<file path="src/rtl/div_seq_if.sv">
// Handshake bundle between the EX stage and the sequential divider.
// EX drives operands and control; the divider returns result and status.
interface div_seq_if #(
  parameter int WIDTH = 32
);
  logic               signed_div_i;
  logic [WIDTH-1:0]   opdata1_i;
  logic [WIDTH-1:0]   opdata2_i;
  logic               start_i;
  logic               annul_i;
  logic [2*WIDTH-1:0] result_o;
  logic               ready_o;
  logic               busy_o;

  modport master (
    output signed_div_i,
    output opdata1_i,
    output opdata2_i,
    output start_i,
    output annul_i,
    input  result_o,
    input  ready_o,
    input  busy_o
  );

  modport slave (
    input  signed_div_i,
    input  opdata1_i,
    input  opdata2_i,
    input  start_i,
    input  annul_i,
    output result_o,
    output ready_o,
    output busy_o
  );
endinterface

</file>
<file path="src/rtl/div_seq.sv">
// Radix-2 restoring divider sequencer for DIV/DIVU in EX.
// Produces {remainder, quotient}; stalls EX via busy_o while working.
module div_seq #(
  parameter int WIDTH = 32
) (
  input logic     clk,
  input logic     rst,
  div_seq_if.slave bus
);
  localparam int CW = $clog2(WIDTH + 1);

  localparam logic [1:0] S_IDLE   = 2'd0;
  localparam logic [1:0] S_BYZERO = 2'd1;
  localparam logic [1:0] S_ON     = 2'd2;
  localparam logic [1:0] S_END    = 2'd3;

  logic [1:0]         state_q, state_d;
  logic [CW-1:0]      cnt_q, cnt_d;
  logic [WIDTH-1:0]   dvd_q, dvd_d;
  logic [WIDTH-1:0]   rem_q, rem_d;
  logic [WIDTH-1:0]   dsr_q, dsr_d;
  logic               qneg_q, qneg_d;
  logic               rneg_q, rneg_d;
  logic [2*WIDTH-1:0] result_q, result_d;

  logic               neg1, neg2;
  logic [WIDTH-1:0]   abs1, abs2;
  logic [WIDTH:0]     rem_sh;
  logic               ge;
  logic [WIDTH-1:0]   q_fix, r_fix;

  // Operand magnitudes, one shift-subtract step and final sign fix-up
  always_comb begin
    neg1   = bus.signed_div_i & bus.opdata1_i[WIDTH-1];
    neg2   = bus.signed_div_i & bus.opdata2_i[WIDTH-1];
    abs1   = neg1 ? -bus.opdata1_i : bus.opdata1_i;
    abs2   = neg2 ? -bus.opdata2_i : bus.opdata2_i;
    rem_sh = {rem_q, dvd_q[WIDTH-1]};
    ge     = rem_sh >= {1'b0, dsr_q};
    q_fix  = qneg_q ? -dvd_q : dvd_q;
    r_fix  = rneg_q ? -rem_q : rem_q;
  end

  // Next-state and datapath sequencing; annul forces IDLE from anywhere
  always_comb begin
    state_d  = state_q;
    cnt_d    = cnt_q;
    dvd_d    = dvd_q;
    rem_d    = rem_q;
    dsr_d    = dsr_q;
    qneg_d   = qneg_q;
    rneg_d   = rneg_q;
    result_d = result_q;
    unique case (state_q)
      S_IDLE: begin
        if (bus.start_i) begin
          dvd_d  = abs1;
          dsr_d  = abs2;
          rem_d  = '0;
          cnt_d  = '0;
          qneg_d = neg1 ^ neg2;
          rneg_d = neg1;
          if (bus.opdata2_i == '0) begin
            state_d = S_BYZERO;
          end else begin
            state_d = S_ON;
          end
        end
      end
      S_BYZERO: begin
        state_d  = S_END;
        result_d = '0;
      end
      S_ON: begin
        if (cnt_q == CW'(WIDTH)) begin
          state_d  = S_END;
          result_d = {r_fix, q_fix};
        end else begin
          rem_d = ge ? rem_sh[WIDTH-1:0] - dsr_q
                     : rem_sh[WIDTH-1:0];
          dvd_d = {dvd_q[WIDTH-2:0], ge};
          cnt_d = cnt_q + 1'b1;
        end
      end
      S_END: begin
        if (!bus.start_i) begin
          state_d  = S_IDLE;
          result_d = '0;
        end
      end
      default: begin
        state_d = S_IDLE;
      end
    endcase
    if (bus.annul_i) begin
      state_d  = S_IDLE;
      cnt_d    = '0;
      result_d = '0;
    end
  end

  // State and datapath registers with synchronous reset
  always_ff @(posedge clk) begin
    if (rst) begin
      state_q  <= S_IDLE;
      cnt_q    <= '0;
      dvd_q    <= '0;
      rem_q    <= '0;
      dsr_q    <= '0;
      qneg_q   <= 1'b0;
      rneg_q   <= 1'b0;
      result_q <= '0;
    end else begin
      state_q  <= state_d;
      cnt_q    <= cnt_d;
      dvd_q    <= dvd_d;
      rem_q    <= rem_d;
      dsr_q    <= dsr_d;
      qneg_q   <= qneg_d;
      rneg_q   <= rneg_d;
      result_q <= result_d;
    end
  end

  // Status decode; busy includes the issue cycle so EX stalls at once
  always_comb begin
    bus.result_o = result_q;
    bus.ready_o  = state_q == S_END;
    bus.busy_o   = (state_q == S_BYZERO) | (state_q == S_ON) |
                   ((state_q == S_IDLE) & bus.start_i &
                    ~bus.annul_i);
  end
endmodule

</file>
<file path="src/flat_wrapper.sv">
// flat-port wrapper written by rule: the top's interface ports become plain ports
module div_seq_flat 
#(
  parameter int WIDTH = 32
)
  (clk, rst, bus_signed_div_i, bus_opdata1_i, bus_opdata2_i, bus_start_i, bus_annul_i, bus_result_o, bus_ready_o, bus_busy_o);
  div_seq_if #(.WIDTH(WIDTH)) bus_i ();
  input logic clk;
  input logic rst;
  input wire logic [$bits(bus_i.signed_div_i)-1:0] bus_signed_div_i;
  input wire logic [$bits(bus_i.opdata1_i)-1:0] bus_opdata1_i;
  input wire logic [$bits(bus_i.opdata2_i)-1:0] bus_opdata2_i;
  input wire logic [$bits(bus_i.start_i)-1:0] bus_start_i;
  input wire logic [$bits(bus_i.annul_i)-1:0] bus_annul_i;
  output wire logic [$bits(bus_i.result_o)-1:0] bus_result_o;
  output wire logic [$bits(bus_i.ready_o)-1:0] bus_ready_o;
  output wire logic [$bits(bus_i.busy_o)-1:0] bus_busy_o;
  assign bus_i.signed_div_i = bus_signed_div_i;
  assign bus_i.opdata1_i = bus_opdata1_i;
  assign bus_i.opdata2_i = bus_opdata2_i;
  assign bus_i.start_i = bus_start_i;
  assign bus_i.annul_i = bus_annul_i;
  assign bus_result_o = bus_i.result_o;
  assign bus_ready_o = bus_i.ready_o;
  assign bus_busy_o = bus_i.busy_o;
  div_seq #(.WIDTH(WIDTH)) u_core (.clk(clk), .rst(rst), .bus(bus_i));
endmodule
</file>
<file path="config.mk">
export PLATFORM = sky130hd
export DESIGN_NAME = div_seq_flat
export DESIGN_NICKNAME = d
export VERILOG_FILES = /design/src/rtl/div_seq_if.sv /design/src/rtl/div_seq.sv /design/src/flat_wrapper.sv
export SDC_FILE = /design/constraint.sdc
export NUM_CORES = 1
export LEC_CHECK = 0
export BUFFER_PORTS_ARGS = -buffer_cell sky130_fd_sc_hd__buf_2
export CAP_MARGIN = 20
export CORE_ASPECT_RATIO = 2
export CORE_MARGIN = 2
export CORE_UTILIZATION = 30
export DETAILED_ROUTE_END_ITERATION = 10
export GPL_TIMING_DRIVEN = 0
export SLEW_MARGIN = 40
export SYNTH_ARGS = -nofsm -noshare
export SYNTH_HDL_FRONTEND = slang
export SYNTH_SLANG_ARGS = --single-unit
export TNS_END_PERCENT = 30
</file>
<file path="constraint.sdc">
create_clock -name clk -period 2.95 [get_ports clk]
set_input_delay 0.1475 -clock clk [delete_from_list [all_inputs] [get_ports clk]]
set_output_delay 0.1475 -clock clk [all_outputs]
set_load 0.05 [all_outputs]
</file>
==> impl_results.md <==
- Starting Density: 30.3%
- Max Clk Rate: 327 MHz
- Rows: 97
- Startpoint Class: input pin
- Tot Pwr: 6.19 mW
- Port bufs: 133
- Fin. max-slew vios: 0
- Nets: 1643
- Setup Skew: 0.00978 ns
- Final period util: 104%
- Fraction of layout cells with a size suffix above 1: 16.5%
- Status: finished with violations
- Crit path depth: 10
- Root Driver: clkbuf_16
- Hold Violations, Final: 0
- Vias/cell: 5.33
- Reg2reg start: u_core.dvd_q[8]$_SDFFE_PP0P_
- Clock transition at path regs: 0.07 ns
- Area share of the largest cell type after synthesis: 32.2%
- Most common cell after layout, fill and taps aside: nand2_1
- Critical Path End: u_core.dsr_q[31]$_SDFFE_PP0P_
- Register area share after synthesis: 32.2%
- Final setup violation count: 3
- Routability congestion estimate: 0.950
- Crit-path cells: buf_6 -> or4_4 -> or4b_4 -> or3_4 -> or4_4 -> or2_4 -> or3_4 -> o31ai_1 -> nand3_1 -> a21oi_1
- Placed Cells: 1958
- Post-Syn Nets: 1491
- H-tree Lvls: 4
- CTS tree: done
- Main area contributors after synthesis: dfxtp_1 (32%), xnor2_1 (6.6%), nand2_1 (6.0%)
- Crit path largest cell delay: 0.54 ns
- Routed wire per std cell: 19.3 um
- DRT antenna net count: 0
- Yosys cell types: 61
- Slew margin rel.: 51.5%
- CP top delay family: simple AND/OR/NAND/NOR gates
- Vias in the first global route: 10600
- Global-route wire length before repair: 58500 um
- TritonCTS Buffers: 17
- Syn. warnings: 0
- PD cells: 482 nW/um^2
- Sink Count: 170
- Ys flop type: dfxtp_1
- Post-synth EDFFs: 0
- Fin cells: 1991
- GR Overflow Total: 0
- CP endpoint kind: register
- Ys async rst share: 0%
- Pleak: 5.04 nW
- Total GRT Usage: 20.9%
- Final worst path period need: 3.06 ns
- Failing checks: setup timing
- Syn Inst Count: 1380
- Worst slew pin tran: 0.726 ns
- R2R depth: 8
- Die extent in y: 270 um
- Pre-CTS WS: -0.773 ns
- Post-synthesis register bit count: 170
- Critical path class: in -> reg
- Die footprint: 36900 um^2
- DRC viols: 0
- Netlist area before placement: 10600 um^2
- R2R Setup Slk: 0.09 ns
- Area grow syn2layout: 21.3%
- CORE AREA: 35000 um^2
- Synth Area per Inst: 7.67 um^2
- Critical Path AT: 3.43 ns
- Drt total wl: 38400 um
- DRT iter0 DRCs: 589
- Post-DP HPWL: 31400 um
- Via count: 10600
- Worst-skew pair later-pin latency: 0.45 ns
- Reg-to-reg endpoint: u_core.bus.result_o[31]$_SDFFE_PP0P_
- Die Wd: 137 um
- Buf+Inv Stages, Crit Path: 1
- Most frequent cells in the layout: nand2_1 (167), dfxtp_1 (155), nor2_1 (138), buf_2 (131), a21oi_1 (116)
- Post-synth top area cell: dfxtp_1
- Number of max-cap violations: 0
- VDD IR max: 0.000417 V
- Maximum buffer depth of the clock tree: 2
- Drt first pass iters: 4
- Setup crit start: bus_opdata2_i[8]
- RSZ-0062 raised after global routing: true
- I/O pins: 135
- Hold Crit Class: in -> reg
- Final WS setup: -0.105 ns
- Maximum fanout along the worst path: 4
- Post-layout util: 36.7%
- Initial antenna violation count: 1
- Slowest-stage cell, CP: or4_4
- CP required: 3.32 ns
- Largest net degree at the start of global routing: 18
==> final cells by class <==
cell class	instances	area [um^2]
Inverter	56	210
Timing Repair Buffer	139	726
Multi-Input combinational cell	1075	6980
Clock inverter	14	176
Antenna cell	1	2.50
Tap cell	445	557
Buffer	73	320
Fill cell	3748	22100
Clock buffer	18	439
Sequential cell	170	3420
==> worst min path at each step <==
stage                                                     from                                   end  cells after the start
after detailed placement  u_core.bus.result_o[62]$_SDFFE_PP0P_  u_core.bus.result_o[62]$_SDFFE_PP0P_                      2
after CTS                                     bus_opdata1_i[9]          u_core.dvd_q[9]$_SDFFE_PP0P_                      4
after floorplan                               bus_opdata2_i[0]          u_core.dsr_q[0]$_SDFFE_PP0P_                      2
after global routing                         bus_opdata1_i[11]         u_core.dvd_q[11]$_SDFFE_PP0P_                      4
final                                        bus_opdata2_i[20]         u_core.dsr_q[20]$_SDFFE_PP0P_                      3
after global placement    u_core.bus.result_o[62]$_SDFFE_PP0P_  u_core.bus.result_o[62]$_SDFFE_PP0P_                      2
==> timing repair <==
action | CTS | global route
resized for setup | 49 | 57
hold endpoints to repair | 1 | 0
hold buffers | 1 | 0
setup endpoints to repair | 62 | 64
pin swaps | 6 | 9
setup buffers | 4 | 1
gates cloned | 0 | 0
==> tightest hold or removal path: stages <==
cell      delay (ns)
buf_2           0.12
o21ai_0         0.07
a311oi_1        0.08
==> cell families (layout without fill, tap and decap cells) <==
logic type	Yosys count	count (layout)	synth area share [%]
other cells	0	1	0
compound gates	423	423	25.3
xor+xnor	147	147	12.2
mux	12	12	1.14
simple gates	451	451	19.4
flops	170	170	32.2
fa+ha+maj	42	42	5.04
buf+inv	135	300	4.79
==> flip-flops by register name (all words and copies together) (netlist names) <==
name,cells
u_core.bus.result_o,64
u_core.rem_q,32
u_core.dvd_q,32
u_core.rneg_q,1
u_core.qneg_q,1
u_core.dsr_q,32
u_core.cnt_q,6
u_core.state_q,2
==> metrics by stage <==
step / setup TNS [ns] / area [um^2] / hold WS (ns)
finish: -0.241 / 12800 / 0.0195
global route: -0.683 / 12800 / 0.0157
CTS: -0.173 / 12700 / 0.00312
detailed placement: -29.44 / 11800 / 0.439
global placement: -30.47 / 11800 / 0.437
floorplan: -0.520 / 10600 / 0.283
==> Yosys cell counts (8+ instances only) <==
cell and n:
dfxtp_1 170, nand2_1 168, nor2_1 140, a21oi_1 120, o21ai_0 103, xnor2_1 80
clkbuf_1 73, xor2_1 67, inv_1 56, a22oi_1 50, ha_1 41, a211oi_1 34
nand3_1 30, o31ai_1 27, a21o_1 20, nor3_1 19, o41ai_1 16, or3_1 14
mux2i_1 12, or4_1 12, nand2b_1 11, nand4_1 11, nor4_1 9, a311oi_1 8
==> where the power goes <==
part           internal [mW]  switching [mW]  total, mW  leakage, nW
clock network           1.31            1.06       2.37        0.307
logic                  0.476           0.854       1.33         3.34
registers               2.39           0.101       2.49         1.39
total                   4.18            2.01       6.19         5.04
==> routing by layer <==
metal | wire length (um) | vias to the layer above | GRT usage [%]
li1 | - | 5230 | -
met3 | 879 | 117 | 2.73
met4 | 3380 | 0 | 16.3
met2 | 21800 | 244 | 41.0
met1 | 12400 | 5020 | 18.2
met5 | 0 | - | 0
No activity file was read; power rests on OpenSTA's default activity.
